<file path="config.mk">
export PLATFORM = sky130hd
export DESIGN_NAME = miriscv_gpr_wb_ctrl
export DESIGN_NICKNAME = d
export VERILOG_FILES = /design/src/rtl/miriscv_gpr_pkg.sv /design/src/rtl/miriscv_pkg.sv /design/src/rtl/miriscv_gpr_scoreboard.sv /design/src/rtl/miriscv_gpr_wb_ctrl.sv
export SDC_FILE = /design/constraint.sdc
export NUM_CORES = 1
export LEC_CHECK = 0
export CAP_MARGIN = 25
export CORE_MARGIN = 5
export CORE_UTILIZATION = 44
export DETAILED_ROUTE_END_ITERATION = 16
export PLACE_DENSITY = 0.82
export SLEW_MARGIN = 20
export SYNTH_ARGS = -nofsm -noshare
export SYNTH_HDL_FRONTEND = slang
export SYNTH_HIERARCHICAL = 1
export SYNTH_SLANG_ARGS = --single-unit
export TNS_END_PERCENT = 1
</file>
<file path="constraint.sdc">
create_clock -name clk_i -period 5.9 [get_ports clk_i]
set_input_delay 1.18 -clock clk_i [delete_from_list [all_inputs] [get_ports clk_i]]
set_output_delay 1.18 -clock clk_i [all_outputs]
set_load 0.005 [all_outputs]
</file>
<file path="src/rtl/miriscv_gpr_pkg.sv">
// General-purpose register file types shared by decode, writeback and the GPR array.
package miriscv_gpr_pkg;

  localparam int unsigned GPR_ADDR_WIDTH = 5;
  localparam int unsigned GPR_NUM_REGS   = 2 ** GPR_ADDR_WIDTH;

  typedef logic [GPR_ADDR_WIDTH-1:0] gpr_addr_t;

  typedef enum logic [1:0] {
    WB_SRC_NONE = 2'd0,
    WB_SRC_EX   = 2'd1,
    WB_SRC_LSU  = 2'd2
  } wb_src_e;

endpackage : miriscv_gpr_pkg

</file>
<file path="src/rtl/miriscv_pkg.sv">
// Core-wide parameters for miriscv.
package miriscv_pkg;

  localparam int unsigned XLEN = 32;

endpackage : miriscv_pkg

</file>
<file path="src/rtl/miriscv_gpr_scoreboard.sv">
// Per-register busy bits for loads still in flight; x0 can never be busy.
module miriscv_gpr_scoreboard
  import miriscv_gpr_pkg::*;
(
  input  logic      clk_i,
  input  logic      rst_n_i,
  input  logic      set_i,
  input  gpr_addr_t set_addr_i,
  input  logic      clr_i,
  input  gpr_addr_t clr_addr_i,
  input  gpr_addr_t r1_addr_i,
  input  gpr_addr_t r2_addr_i,
  input  gpr_addr_t ex_addr_i,
  input  gpr_addr_t issue_addr_i,
  output logic      r1_busy_o,
  output logic      r2_busy_o,
  output logic      ex_busy_o,
  output logic      issue_busy_o,
  output logic      idle_o
);

  logic [GPR_NUM_REGS-1:0] busy_q;
  logic [GPR_NUM_REGS-1:0] busy_d;

  // Set takes precedence so a new load to a just-written register stays tracked.
  always_comb begin
    busy_d    = busy_q;
    busy_d[0] = 1'b0;
    for (int unsigned i = 1; i < GPR_NUM_REGS; i++) begin
      if (set_i && (set_addr_i == gpr_addr_t'(i))) begin
        busy_d[i] = 1'b1;
      end else if (clr_i && (clr_addr_i == gpr_addr_t'(i))) begin
        busy_d[i] = 1'b0;
      end else begin
        busy_d[i] = busy_q[i];
      end
    end
  end

  always_ff @(posedge clk_i) begin
    if (!rst_n_i) begin
      busy_q <= '0;
    end else begin
      busy_q <= busy_d;
    end
  end

  assign r1_busy_o    = busy_q[r1_addr_i];
  assign r2_busy_o    = busy_q[r2_addr_i];
  assign ex_busy_o    = busy_q[ex_addr_i];
  assign issue_busy_o = busy_q[issue_addr_i];
  assign idle_o       = ~(|busy_q);

endmodule : miriscv_gpr_scoreboard

</file>
<file path="src/rtl/miriscv_gpr_wb_ctrl.sv">
// GPR write-port arbiter between EX and LSU writeback, LSU-first with bounded EX starvation,
// plus the outstanding-load scoreboard used by decode interlocks.
module miriscv_gpr_wb_ctrl
  import miriscv_pkg::*;
  import miriscv_gpr_pkg::*;
#(
  parameter int unsigned MAX_STARVE = 4
) (
  input  logic                      clk_i,
  input  logic                      rst_n_i,
  input  logic                      lsu_issue_i,
  input  logic [GPR_ADDR_WIDTH-1:0] lsu_issue_rd_i,
  output logic                      lsu_issue_ready_o,
  input  logic [GPR_ADDR_WIDTH-1:0] r1_addr_i,
  input  logic [GPR_ADDR_WIDTH-1:0] r2_addr_i,
  output logic                      r1_busy_o,
  output logic                      r2_busy_o,
  input  logic                      ex_wb_valid_i,
  output logic                      ex_wb_ready_o,
  input  logic [GPR_ADDR_WIDTH-1:0] ex_wb_addr_i,
  input  logic [XLEN-1:0]           ex_wb_data_i,
  input  logic                      lsu_wb_valid_i,
  output logic                      lsu_wb_ready_o,
  input  logic [GPR_ADDR_WIDTH-1:0] lsu_wb_addr_i,
  input  logic [XLEN-1:0]           lsu_wb_data_i,
  output logic                      gpr_wr_en_o,
  output logic [GPR_ADDR_WIDTH-1:0] gpr_wr_addr_o,
  output logic [XLEN-1:0]           gpr_wr_data_o,
  output logic                      idle_o
);

  localparam logic [3:0] MaxStarve = 4'(MAX_STARVE);

  logic [3:0] starve_q;
  logic [3:0] starve_d;
  wb_src_e    grant;
  logic       ex_busy;
  logic       issue_busy;
  logic       r1_busy;
  logic       r2_busy;
  logic       sb_idle;
  logic       issue_ready;
  logic       ex_elig;
  logic       ex_xfer;
  logic       lsu_xfer;
  logic       sb_set;

  assign issue_ready = rst_n_i & ~issue_busy;
  assign ex_elig     = ex_wb_valid_i & ~ex_busy;
  assign sb_set      = lsu_issue_i & issue_ready & (lsu_issue_rd_i != '0);

  miriscv_gpr_scoreboard u_scoreboard (
    .clk_i        (clk_i),
    .rst_n_i      (rst_n_i),
    .set_i        (sb_set),
    .set_addr_i   (lsu_issue_rd_i),
    .clr_i        (lsu_xfer),
    .clr_addr_i   (lsu_wb_addr_i),
    .r1_addr_i    (r1_addr_i),
    .r2_addr_i    (r2_addr_i),
    .ex_addr_i    (ex_wb_addr_i),
    .issue_addr_i (lsu_issue_rd_i),
    .r1_busy_o    (r1_busy),
    .r2_busy_o    (r2_busy),
    .ex_busy_o    (ex_busy),
    .issue_busy_o (issue_busy),
    .idle_o       (sb_idle)
  );

  // EX only overtakes a valid LSU once it has been denied MAX_STARVE times.
  always_comb begin
    grant = WB_SRC_NONE;
    if (!rst_n_i) begin
      grant = WB_SRC_NONE;
    end else if (ex_elig && ((starve_q == MaxStarve) || !lsu_wb_valid_i)) begin
      grant = WB_SRC_EX;
    end else if (lsu_wb_valid_i) begin
      grant = WB_SRC_LSU;
    end else begin
      grant = WB_SRC_NONE;
    end
  end

  assign ex_xfer        = (grant == WB_SRC_EX);
  assign lsu_xfer       = (grant == WB_SRC_LSU);
  assign ex_wb_ready_o  = ex_xfer;
  assign lsu_wb_ready_o = lsu_xfer;

  always_comb begin
    gpr_wr_addr_o = '0;
    gpr_wr_data_o = '0;
    case (grant)
      WB_SRC_EX: begin
        gpr_wr_addr_o = ex_wb_addr_i;
        gpr_wr_data_o = ex_wb_data_i;
      end
      WB_SRC_LSU: begin
        gpr_wr_addr_o = lsu_wb_addr_i;
        gpr_wr_data_o = lsu_wb_data_i;
      end
      default: begin
        gpr_wr_addr_o = '0;
        gpr_wr_data_o = '0;
      end
    endcase
  end

  assign gpr_wr_en_o = (ex_xfer | lsu_xfer) & (gpr_wr_addr_o != '0);

  // A held (busy-target) EX request is not being starved, so the count only moves when eligible.
  always_comb begin
    starve_d = starve_q;
    if (ex_xfer) begin
      starve_d = 4'd0;
    end else if (ex_elig && (starve_q < MaxStarve)) begin
      starve_d = starve_q + 4'd1;
    end else begin
      starve_d = starve_q;
    end
  end

  always_ff @(posedge clk_i) begin
    if (!rst_n_i) begin
      starve_q <= 4'd0;
    end else begin
      starve_q <= starve_d;
    end
  end

  assign lsu_issue_ready_o = issue_ready;
  assign r1_busy_o         = rst_n_i & r1_busy;
  assign r2_busy_o         = rst_n_i & r2_busy;
  assign idle_o            = ~rst_n_i | sb_idle;

endmodule : miriscv_gpr_wb_ctrl

</file>
==> flow_metrics.py <==
metrics = {
    "worst_hold_path": {
        "hold_depth": 2,
        "hold_end": "starve_q[3]",
        "hp-class": "flip-flop to flip-flop",
        "hp-start": "starve_q[3]",
    },
    "routing": {
        "firstDrtPassIters": 5,
        "ant_nets": 0,
        "wl_per_cell_um": 19.7,
        "num_vias": 4058,
        "drc": 0,
        "drt-vias-per-instance": 6.01,
        "drt_iter0_drc": 476,
        "wirelength_um": 13300,
    },
    "worst_setup_path": {
        "critPathLaunch": "ex_wb_addr_i[2]",
        "worst_setup_path_end_kind": "output pin",
        "path_class": "primary input to output pin",
        "path_max_fanout": 13,
        "reg2reg_from": "u_scoreboard/busy_q[7]",
        "reg2reg_depth": 13,
        "worstSetupStartpointType": "primary input",
        "crit_chain": "clkdlybuf4s50_1, buf_6, mux2i_1, a22oi_1, nand3_1, nand4_1, nor3b_2, nand3_1, and3_1, ha_2, a22oi_1, nor2_1, or4_1, clkdlybuf4s50_1",
        "crit_required_ns": 4.72,
        "arrival_ns": 4.52,
        "r2r_end": "u_scoreboard/busy_q[15]",
        "critPathMaxStageDelay_ns": 0.52,
        "slowest_stage": "or4_1",
        "r2r_setup_slack_ns": 2.82,
    },
    "timing": {
        "finalCritPeriodShare_pct": 96.6,
        "fin_skew_ns": 0.00467,
        "finalCriticalPeriod_ns": 5.70,
        "fin_tns_setup_ns": 0,
        "drv_slew": 0,
        "max_freq_mhz": 176,
        "setup_slack_ns": 0.202,
        "rsz0062_at_grt": "no",
        "setup_violations": 0,
        "slew_headroom_pct": 44.8,
        "worst_pin_slew_ns": 0.826,
        "hold_viol": 0,
    },
    "synth": {
        "ys_types": 36,
        "avgSynthCellArea_sq_um": 7.65,
        "syn_inst": 443,
        "seq_area_frac_synth_pct": 20.7,
        "yosysTopAreaCell": "dfxtp_1",
        "yosysWarnings": 6,
        "netlist_area_sq_um": 3390,
        "synth_area_leaders": "dfxtp_1 21%, mux2i_1 11%, a22oi_1 9.8%",
        "synth-seq-cells": 35,
        "synth_fp_nets": 541,
        "synth_top_area_share_pct": 20.7,
    },
    "clocking": {
        "numCtsBuffers": 5,
        "cts_num_sinks": 35,
        "cts_root_buffer": "clkbuf_8",
        "cts_tree": "done",
        "ctsHoldBuffers": 0,
        "cts_buffer_depth": 2,
        "cts_setup_buffers": 0,
        "worstSkewPairLatency_ns": 0.29,
        "htreeDepth": 2,
        "clk_pin_slew_ns": 0.07,
    },
    "final_layout": {
        "final_util_pct": 65.0,
        "syn2layout_area_growth_pct": 46.1,
        "diodes": 0,
        "final_area_sq_um": 4950,
        "instances_no_fill": 675,
        "drive_above_1_share_pct": 6.46,
        "layout.nets": 671,
    },
    "placement": {
        "port_buffers": 137,
        "place_area_sq_um": 4840,
        "dp_cells": 668,
        "dp_slack_ns": -0.161,
        "finalWeightedCongestion": 0.906,
        "dp_hpwl_um": 9980,
    },
    "floorplan": {
        "die_y_um": 97.7,
        "fp.dieW_um": 97.7,
        "start_util_pct": 44.5,
        "die_area_sq_um": 9550,
        "io-pin-count": 138,
        "coreArea_sq_um": 7610,
        "rows": 32,
    },
    "global_routing": {
        "grt_first_pass_wirelength_um": 20600,
        "antenna_found_initial": 0,
        "gr-total-overflow": 0,
        "grt_pass1_vias": 3894,
        "grtUsageTotal_pct": 26.5,
        "grt_max_degree": 36,
    },
    "pwr": {
        "power_density_nw_per_um2": 129,
        "leakage_nw": 1.76,
        "ir_drop_v": 0.000129,
    },
    "job": {
        "drv_cap": 0,
    },
    "status": {
        "outcome": "completed",
    },
}
[layout by cell type (no fill, tap or decap), drive strengths merged]
cell type,n
clkdlybuf4s50,135
nand3,23
nand4,7
o211ai,4
nand2b,15
and2,3
o2111ai,4
o21ai,32
mux2i,37
a22oi,45
a211oi,4
or4,1
dfxtp,35
nor4b,1
xnor2,1
dlygate4sd2,1
or2,1
a21boi,31
inv,7
ha,4
mux4,12
clkinv,1
clkdlybuf4s15,1
a21oi,15
nor4,7
nor2,59
nor2b,15
nor3b,1
and3,2
buf,16
nor3,4
nand2,43
clkbuf,6
[per-stage QoR]
step | hold slack [ns] | power (W)
4_1_cts | 0.486 | 0.000636
6_report | 0.491 | 0.000639
3_5_place_dp | 0.466 | 0.000467
5_1_grt | 0.521 | 0.000665
2_1_floorplan | 0.443 | 0.000347
3_3_place_gp | 0.455 | 0.000463
[cells in the mapped netlist, drive strengths merged]
| library cell | instances |
|---|---|
| mux2i | 37 |
| buf | 17 |
| nand4 | 7 |
| a21boi | 31 |
| or4 | 1 |
| o2111ai | 4 |
| nor3b | 1 |
| inv | 7 |
| nand3 | 23 |
| and2 | 3 |
| nor3 | 4 |
| xnor2 | 1 |
| ha | 4 |
| a21oi | 15 |
| nor2 | 59 |
| nor2b | 15 |
| and3 | 2 |
| nand2b | 15 |
| nor4b | 1 |
| o211ai | 4 |
| mux4 | 12 |
| a22oi | 45 |
| nand2 | 43 |
| or2 | 1 |
| a211oi | 4 |
| nor4 | 7 |
| dfxtp | 35 |
| o21ai | 32 |
| clkbuf | 13 |
[state kept, by name, summed over array words and instances (netlist names)]
| name | count |
|---|---|
| starve_q | 4 |
| u_scoreboard/busy_q | 31 |
[layout make-up]
cell class                      instances  area, sq um
Fill cell                             657         2660
Multi-Input combinational cell        371         2500
Timing Repair Buffer                  153         1510
Sequential cell                        35          701
Tap cell                              102          128
Clock buffer                            6         82.6
Inverter                                7         26.3
Clock inverter                          1         5.00
[report_power, final]
group	internal, W	switching [W]
Sequential	0.000239	0.00000437
Combinational	0.000124	0.0000989
Clock	0.0000915	0.0000815
Total	0.000454	0.000185
[worst max path at each step]
stage,cells after the start,endpoint
floorplan,13,gpr_wr_en_o
global placement,13,gpr_wr_en_o
detailed placement,12,gpr_wr_en_o
CTS,14,gpr_wr_en_o
global route,14,gpr_wr_en_o
finish,14,gpr_wr_en_o
[cells by family (layout without fill, tap and decap cells)]
kind of cell | after synthesis | after routing | synth area share [%]
muxes | 49 | 49 | 19.4
xor gates and xnor gates | 1 | 1 | 0.259
adders and majority gates | 4 | 4 | 1.48
DFF | 35 | 35 | 20.7
AOI/OAI and AO/OA | 135 | 135 | 26.7
buffers and inverters | 37 | 167 | 6.06
and+or+nand+nor | 182 | 182 | 25.4
[repair_timing]
item	4_1_cts	5_1_grt
gates resized for setup	3	5
setup endpoints to repair	1	1
pin swaps	0	1
[routing by layer]
metal	global-route usage, %	wire, um	vias to the layer above
li1	-	-	1898
met1	35.5	5430	1933
met2	43.7	6530	196
met3	4.00	1030	31
met4	9.05	316	0
met5	0	0	-
[critical path: cells and delay by family]
kind	cells	cell delay (ns)
and+or+nand+nor	7	1.47
buffers and inverters	3	1.14
AOI/OAI and AO/OA	2	0.26
adders and majority gates	1	0.24
muxes	1	0.23
(Power assumes the default switching activity.)
